File: config.mk
export PLATFORM = sky130hd
export DESIGN_NAME = tick_prescaler_mc
export DESIGN_NICKNAME = d
export VERILOG_FILES = /design/src/rtl/tick_prescaler_mc.sv
export SDC_FILE = /design/constraint.sdc
export NUM_CORES = 1
export LEC_CHECK = 0
export BUFFER_PORTS_ARGS = -buffer_cell sky130_fd_sc_hd__buf_2
export CAP_MARGIN = 0
export CELL_PAD_IN_SITES_DETAIL_PLACEMENT = 2
export CELL_PAD_IN_SITES_GLOBAL_PLACEMENT = 2
export CORE_MARGIN = 2
export CORE_UTILIZATION = 30
export CTS_CLUSTER_DIAMETER = 100
export DETAILED_ROUTE_END_ITERATION = 16
export PLACE_DENSITY_LB_ADDON = 0.1
export SLEW_MARGIN = 20
export SYNTH_ARGS = -nofsm -noshare
export SYNTH_HDL_FRONTEND = slang
export SYNTH_SLANG_ARGS = --single-unit
File: constraint.sdc
create_clock -name clk -period 5.3 [get_ports clk]
set_clock_uncertainty 0.1 [all_clocks]
set_input_delay 0.265 -clock clk [delete_from_list [all_inputs] [get_ports clk]]
set_output_delay 0.265 -clock clk [all_outputs]
set_load 0.01 [all_outputs]
File: src/rtl/tick_prescaler_mc.sv
// tick_prescaler_mc: multi-channel programmable tick generator.
// Each channel divides clk by a runtime-loadable divisor and runs either
// periodic (free-running) or one-shot (single tick, then hold done).
// Optional feature macro: TICK_PRESCALER_SQ_OUT_EN adds a registered
// square-wave output sq that toggles on every tick.
module tick_prescaler_mc #(
    parameter int CNT_W       = 24,
    parameter int NUM_CH      = 2,
    parameter int DEFAULT_DIV = 2500000,
    localparam int CH_W       = (NUM_CH > 1) ? $clog2(NUM_CH) : 1
) (
    input  logic              clk,
    input  logic              rst,
    input  logic [NUM_CH-1:0] en,
    input  logic              cfg_we,
    input  logic [CH_W-1:0]   cfg_ch,
    input  logic [CNT_W-1:0]  cfg_div,
    input  logic              cfg_oneshot,
`ifdef TICK_PRESCALER_SQ_OUT_EN
    output logic [NUM_CH-1:0] sq,
`endif
    output logic [NUM_CH-1:0] tick,
    output logic [NUM_CH-1:0] busy,
    output logic [NUM_CH-1:0] done
);

    localparam logic [1:0] ST_IDLE  = 2'd0;
    localparam logic [1:0] ST_COUNT = 2'd1;
    localparam logic [1:0] ST_DONE  = 2'd2;

    localparam logic [CNT_W-1:0] DEF_DIV = CNT_W'(DEFAULT_DIV);

    // Terminal count of a period; divisor 0 behaves like divisor 1.
    function automatic logic [CNT_W-1:0] last_cnt(input logic [CNT_W-1:0] div);
        if (div == {CNT_W{1'b0}}) begin
            return {CNT_W{1'b0}};
        end else begin
            return div - {{(CNT_W-1){1'b0}}, 1'b1};
        end
    endfunction

    logic [1:0]       state_q   [NUM_CH];
    logic [1:0]       state_d   [NUM_CH];
    logic [CNT_W-1:0] cnt_q     [NUM_CH];
    logic [CNT_W-1:0] cnt_d     [NUM_CH];
    logic [CNT_W-1:0] div_act_q [NUM_CH];
    logic [CNT_W-1:0] div_act_d [NUM_CH];
    logic [CNT_W-1:0] div_shd_q [NUM_CH];
    logic [CNT_W-1:0] div_shd_d [NUM_CH];
    logic [CNT_W-1:0] new_div_s [NUM_CH];
    logic             os_act_q  [NUM_CH];
    logic             os_act_d  [NUM_CH];
    logic             os_shd_q  [NUM_CH];
    logic             os_shd_d  [NUM_CH];
    logic             new_os_s  [NUM_CH];
    logic             wr_s      [NUM_CH];
    logic [NUM_CH-1:0] tick_q, tick_d;
    logic [NUM_CH-1:0] busy_q, busy_d;
    logic [NUM_CH-1:0] done_q, done_d;
    logic [NUM_CH-1:0] sq_q, sq_d;

    // Per-channel next-state: config shadowing, FSM, counter and tick.
    always_comb begin
        for (int c = 0; c < NUM_CH; c++) begin
            wr_s[c]      = cfg_we && (cfg_ch == CH_W'(c));
            // A write landing on a load point takes effect immediately.
            new_div_s[c] = wr_s[c] ? cfg_div     : div_shd_q[c];
            new_os_s[c]  = wr_s[c] ? cfg_oneshot : os_shd_q[c];
            div_shd_d[c] = new_div_s[c];
            os_shd_d[c]  = new_os_s[c];
            div_act_d[c] = div_act_q[c];
            os_act_d[c]  = os_act_q[c];
            state_d[c]   = state_q[c];
            cnt_d[c]     = cnt_q[c];
            tick_d[c]    = 1'b0;
            if (!en[c]) begin
                // Disable wins in every state; no period in flight, so load.
                state_d[c]   = ST_IDLE;
                cnt_d[c]     = {CNT_W{1'b0}};
                div_act_d[c] = new_div_s[c];
                os_act_d[c]  = new_os_s[c];
            end else begin
                case (state_q[c])
                    ST_IDLE: begin
                        state_d[c]   = ST_COUNT;
                        cnt_d[c]     = {CNT_W{1'b0}};
                        div_act_d[c] = new_div_s[c];
                        os_act_d[c]  = new_os_s[c];
                    end
                    ST_COUNT: begin
                        if (cnt_q[c] == last_cnt(div_act_q[c])) begin
                            cnt_d[c]     = {CNT_W{1'b0}};
                            tick_d[c]    = 1'b1;
                            state_d[c]   = os_act_q[c] ? ST_DONE : ST_COUNT;
                            div_act_d[c] = new_div_s[c];
                            os_act_d[c]  = new_os_s[c];
                        end else begin
                            cnt_d[c] = cnt_q[c] + {{(CNT_W-1){1'b0}}, 1'b1};
                        end
                    end
                    ST_DONE: begin
                        cnt_d[c]     = {CNT_W{1'b0}};
                        div_act_d[c] = new_div_s[c];
                        os_act_d[c]  = new_os_s[c];
                    end
                    default: begin
                        state_d[c] = ST_IDLE;
                        cnt_d[c]   = {CNT_W{1'b0}};
                    end
                endcase
            end
            busy_d[c] = (state_d[c] == ST_COUNT);
            done_d[c] = (state_d[c] == ST_DONE);
            sq_d[c]   = en[c] ? (sq_q[c] ^ tick_d[c]) : 1'b0;
        end
    end

    // Per-channel state and configuration registers.
    always_ff @(posedge clk or posedge rst) begin
        if (rst) begin
            for (int c = 0; c < NUM_CH; c++) begin
                state_q[c]   <= ST_IDLE;
                cnt_q[c]     <= {CNT_W{1'b0}};
                div_act_q[c] <= DEF_DIV;
                div_shd_q[c] <= DEF_DIV;
                os_act_q[c]  <= 1'b0;
                os_shd_q[c]  <= 1'b0;
            end
        end else begin
            for (int c = 0; c < NUM_CH; c++) begin
                state_q[c]   <= state_d[c];
                cnt_q[c]     <= cnt_d[c];
                div_act_q[c] <= div_act_d[c];
                div_shd_q[c] <= div_shd_d[c];
                os_act_q[c]  <= os_act_d[c];
                os_shd_q[c]  <= os_shd_d[c];
            end
        end
    end

    // Registered status outputs.
    always_ff @(posedge clk or posedge rst) begin
        if (rst) begin
            tick_q <= {NUM_CH{1'b0}};
            busy_q <= {NUM_CH{1'b0}};
            done_q <= {NUM_CH{1'b0}};
        end else begin
            tick_q <= tick_d;
            busy_q <= busy_d;
            done_q <= done_d;
        end
    end

    assign tick = tick_q;
    assign busy = busy_q;
    assign done = done_q;

`ifdef TICK_PRESCALER_SQ_OUT_EN
    // Square-wave toggle flops, cleared while the channel is disabled.
    always_ff @(posedge clk or posedge rst) begin
        if (rst) begin
            sq_q <= {NUM_CH{1'b0}};
        end else begin
            sq_q <= sq_d;
        end
    end

    assign sq = sq_q;
`else
    // Without the square-wave option the toggle state stays constant.
    always_comb begin
        sq_q = {NUM_CH{1'b0}};
    end
`endif

endmodule

After elaboration in Yosys (flattened, before gate mapping)
Index checks and enable logic that the tools add are counted.
Widths: inputs -> output; s select.
- word-level logic and storage cells: 86
- input bits: 31
- output and inout bits: 6
- flip-flop bits (word level): 158
- bitwise gates (word level): 1
- reduce and logical (&&, ||, !) cells: 10
- eq/ne operators: 14
- multiplexer cells: 42
- add/sub/neg operators: 4
- operators by type and width (kind ; count):
    $mux 24 ; 18
    $pmux 24 s2 ; 2
    $add 24x1->24 const B ; 2
    $eq 24x24->1 ; 2
    $logic_not 24->1 ; 2
    $sub 24x1->24 const B ; 2
    $mux 1 ; 12
    $mux 2 ; 6
    $pmux 2 s3 ; 2
    $eq 2x1->1 const B ; 4
    $eq 2x2->1 const B ; 4
    $ne 3x2->1 const B ; 2
    $ne 3x3->1 const B ; 2
    $logic_not 2->1 ; 2
    $pmux 1 s2 ; 2
    $reduce_and 2->1 ; 2
    $reduce_or 2->1 ; 2
    $logic_and 1x1->1 ; 2
    $not 1->1 ; 1

Longest topological paths before layout
- depth after elaboration: 9
- depth in mapped cells: 15
- mapped depth without buffers: 11

Worst setup path after synthesis
OpenSTA, ideal clock, no wires.
- path type: flip-flop to flip-flop
- start: reg div_act_q[0] (netlist name)
- end: reg div_act_q[0] (netlist name)
- stages on the path, launching flop included: 15
- slack: 1.422 ns
- period minus slack after synthesis: 3.878 ns
- path buffers: 3
- arrival: 3.653 ns
- path through: dfrtp_1 inv_1 ha_1 or3b_2 clkbuf_1 or4_4 nor2_4 o32ai_1 o31a_1 a221o_1 nand4b_2 o211a_1 buf_6 buf_12 mux2_4
- longest elaborated chain between the ends: 7
- ends and longest elaborated chain (element ; line ; text):
    start, declared ; 46 ; logic [CNT_W-1:0] div_act_q [NUM_CH];
    start signal, assigned by index ; 133 ; div_act_q[c] <= div_act_d[c];
    $sub 24x1->24 / $logic_not 24->1 (equally long branches) ; 38, 35 ;
    $mux 24 (*) ; 35 ; if (div == {CNT_W{1'b0}}) begin
    $mux 24 (*) ; 83 ; case (state_q[c])
    $mux 24 (*) ; 76 ; if (!en[c]) begin
    $eq 24x24->1 (*) ; 91 ; if (cnt_q[c] == last_cnt(div_act_q[c])) begin
    $ne 3x3->1 (no source line) (*) ; - ;
    $reduce_and 2->1 (no source line) (*) ; - ;
Mark *: on every way between the ends. The rest lies on a longest branch, timed or not. The select of a mux whose other input is x is not followed.
A chain may end at the register's enable or synchronous reset.

Final worst setup path
- start: reg div_act_q[24] (netlist name)
- end: reg div_act_q[30] (netlist name)
The elaborated chain is that of the path after synthesis.

==> results by group <==
Clocking
  – Htree depth: 4
  – Clk_lat worst skew: 0.45 ns
  – Num Clock Sinks: 158
  – Clk pin slew, worst setup/hold paths: 0.08 ns
  – Clock root buffer: clkbuf_16
  – Post-CTS setup buffers: 0
  – Hold Buf Count CTS: 11
  – Longest Clk Path Bufs: 2
  – CTS tree: built
  – CTS Buf Count: 17
  – CTS resizes: 0

Min path
  – Worst hold path type: in2reg
  – Hold Path Depth: 2

Final layout
  – Fin nets: 921
  – Post-Layout Inst Area: 0.0102 sq mm
  – Area Overhead vs Synth: 14.0%
  – Fin cells: 1289
  – Footprint of the multi-input gates: 0.00468 sq mm
  – Fillers: 3171
  – End-of-flow core utilization: 34.6%
  – Commonest non-fill, non-tap cell in the layout: dfrtp_1
  – Most frequent cells in the layout: dfrtp_1 (126), nor2_1 (92), mux2_2 (63), xnor2_1 (47), xor2_1 (39)
  – Antenna cells: 0
  – Share of cells above drive strength 1: 24.5%
  – Sequential cell area: 0.00399 sq mm

Routing
  – Antenna Nets Post-Route: 0
  – Initial DRC Count: 215
  – Routed vias/inst: 5.23
  – DR pass1 iterations: 4
  – Avg WL per Cell: 20.0 microns
  – Drt drc: 0
  – Routed via count: 6745
  – Final wirelength: 25800 microns

Global routing
  – Gr usage total: 17.6%
  – GRT Residual Overflow: 0
  – Pin count of the biggest net entering global routing: 69
  – Initial antenna violation count: 0
  – Global-route wire length before repair: 43000 microns
  – Vias in the first global route: 7772

Placed design
  – Placed insts: 1245
  – DPL Wire Length: 19200 microns
  – Post-Place Cell Area: 0.00951 sq mm
  – Port Buf Inserts: 36
  – Final Wtd Congestion: 0.819

Worst setup path
  – CP Data Arrival Time: 4.90 ns
  – CP peak stage delay: 0.65 ns
  – FF-to-FF path depth: 12
  – Critical Path RT: 5.52 ns
  – Crit Path Class: reg2reg
  – R2r startpoint: div_act_q[24]
  – Reg2reg setup slack: 0.62 ns
  – Cell type of the slowest stage on the worst timing path: nor4b_1
  – Crit end category: flip-flop
  – Setup crit start: div_act_q[24]
  – CP Capture Point: div_act_q[30]
  – Crit-path max FO: 25
  – Worst Setup Start Kind: flip-flop
  – Reg2reg end: div_act_q[30]
  – CP Cell Sequence: inv_1 -> ha_1 -> nor4b_1 -> nand4_1 -> o21ai_0 -> a21oi_1 -> a2111oi_0 -> o21bai_1 -> or4b_1 -> o211ai_4 -> buf_4 -> mux2_1

Yosys
  – Cell variety after synth: 80
  – Synth area leader: dfrtp_1
  – Synth Warn #: 0
  – Synth Net Count: 886
  – Synth Area in Compound Gates: 8.56%
  – Multiplexer share of the synthesized area: 14.2%
  – XOR/XNOR share of the synthesized area: 8.92%
  – Area contributors post-synth: dfrtp_1 (35%), dfstp_2 (9.4%), mux2_2 (7.9%)
  – Syn Area/Cell: 10.6 sq um
  – Post-synth EDFFs: 0
  – Synth Register Bits: 158
  – Synth Cell Area: 0.00898 sq mm
  – Seq/Total Area, Yosys: 44.5%
  – Async S/R FF share, synth: 100%
  – Post-Synth Adder-Cell Area: 0.557%
  – Largest family of logic cells by synthesized area: simple AND/OR/NAND/NOR gates
  – Synth Flop Type: dfrtp_1
  – Cell count after synthesis: 851
  – Synth Area in Simple Gates: 19.9%
  – Synth top area share: 35.1%

Floorplan
  – Boundary Pins: 37
  – Die X: 177 microns
  – Die ar.: 0.0313 sq mm
  – Core ar.: 0.0296 sq mm
  – Initial Util: 30.4%
  – Die Height: 177 microns
  – # rows: 63

Job
  – MaxCap Viol Count: 0

Timing
  – Slew Limit Fails: 0
  – Final Cycle Share: 88.3%
  – Slew @ Worst Pin: 0.866 ns
  – Final hold vios: 0
  – Endpoints failing setup: 0
  – Max transition margin: 42.3%
  – Setup TNS: 0 ns
  – Final Critical Period: 4.68 ns
  – Hold Slack: 0.00774 ns
  – RSZ-0062 raised after global routing: no
  – Fmax: 214 MHz

Power
  – Leakage power: 3.93 nW
  – Worst vdd ir: 0.214 mV
  – Power density cells: 330 mW/mm^2

Outcome
  – Status: complete, no violations
-- cell families (layout without fill, tap and decap cells) --
logic type,Yosys count,count (layout)
flops,158,158
mux,107,107
fa+ha+maj,4,4
simple gates,326,326
buf+inv,62,110
compound gates,106,106
xor+xnor,88,88
-- flip-flops by register name, indices dropped and copies added, names as in the netlist --
| name | cells |
|---|---|
| state_q | 4 |
| os_act_q | 2 |
| done | 2 |
| tick | 2 |
| cnt_q | 48 |
| div_shd_q | 48 |
| busy | 2 |
| os_shd_q | 2 |
| div_act_q | 48 |
-- synth_stat cells (4+ instances only) --
library cell  count
o32ai_1           4
or3_1            14
xnor2_1          47
and3_1            9
xor2_1           39
ha_1              4
o21a_1            4
and2_1            5
dfrtp_1         126
inv_1            17
nand2_1          38
o21ai_0          22
nor4b_1           5
mux2_2           63
nand2b_1          9
nand4b_1          4
nand4_1          18
or3b_2            4
a21oi_1          16
a31oi_1           6
nor3b_1           4
nand3_1          36
o211ai_1          6
nor4_1           20
buf_6             5
mux2i_1           4
buf_1             4
mux2_1           20
dfstp_2          32
or4_1            16
nor3_1           26
clkbuf_1         31
nor2b_1           4
and4_1            4
mux2_4           20
nor2_1           92
-- final cells by class --
| class | instances | share of cell area [%] |
|---|---|---|
| Tap cell | 390 | 4.77 |
| Multi-Input combinational cell | 631 | 45.7 |
| Inverter | 17 | 0.672 |
| Clock buffer | 17 | 4.16 |
| Timing Repair Buffer | 61 | 3.89 |
| Clock inverter | 15 | 1.76 |
| Sequential cell | 158 | 39.0 |
-- power by group --
group	internal [mW]	total (mW)	switching, mW
registers	1.36	1.52	0.160
clock network	0.643	1.28	0.635
logic	0.278	0.573	0.295
-- stage by stage --
step / power (mW) / setup slack (ns)
after floorplan: 1.92 / 0.725
after detailed placement: 2.12 / 0.573
after global placement: 2.08 / 0.800
after global routing: 3.56 / 0.126
final: 3.37 / 0.621
after CTS: 3.44 / 0.535
-- how the worst min path moves through the flow --
stage	endpoint	slack [ns]	start
final	div_shd_q[27]	0.008	cfg_div[3]
after global routing	div_shd_q[9]	0.003	cfg_div[9]
after CTS	div_shd_q[10]	0.002	cfg_div[10]
after detailed placement	div_shd_q[24]	0.24	rst
after global placement	cnt_q[26]	0.23	rst
after floorplan	done[1]	0.29	en[1]
-- critical path, delay by kind of cell, from the launching register on --
family,cells,cell delay [ns]
fa+ha+maj,1,0.26
compound gates,5,1.28
simple gates,3,1.58
mux,1,0.37
buf+inv,2,0.47
flops,1,0.47
-- metal layers --
metal / vias up / routed length (microns) / track usage (%)
met2: 56 / 13900 / 32.6
met3: 28 / 366 / 2.77
met5: - / 0 / 0
met1: 3496 / 11000 / 20.4
met4: 0 / 561 / 6.10
li1: 3165 / - / -
No activity file was read; power rests on OpenSTA's default activity.
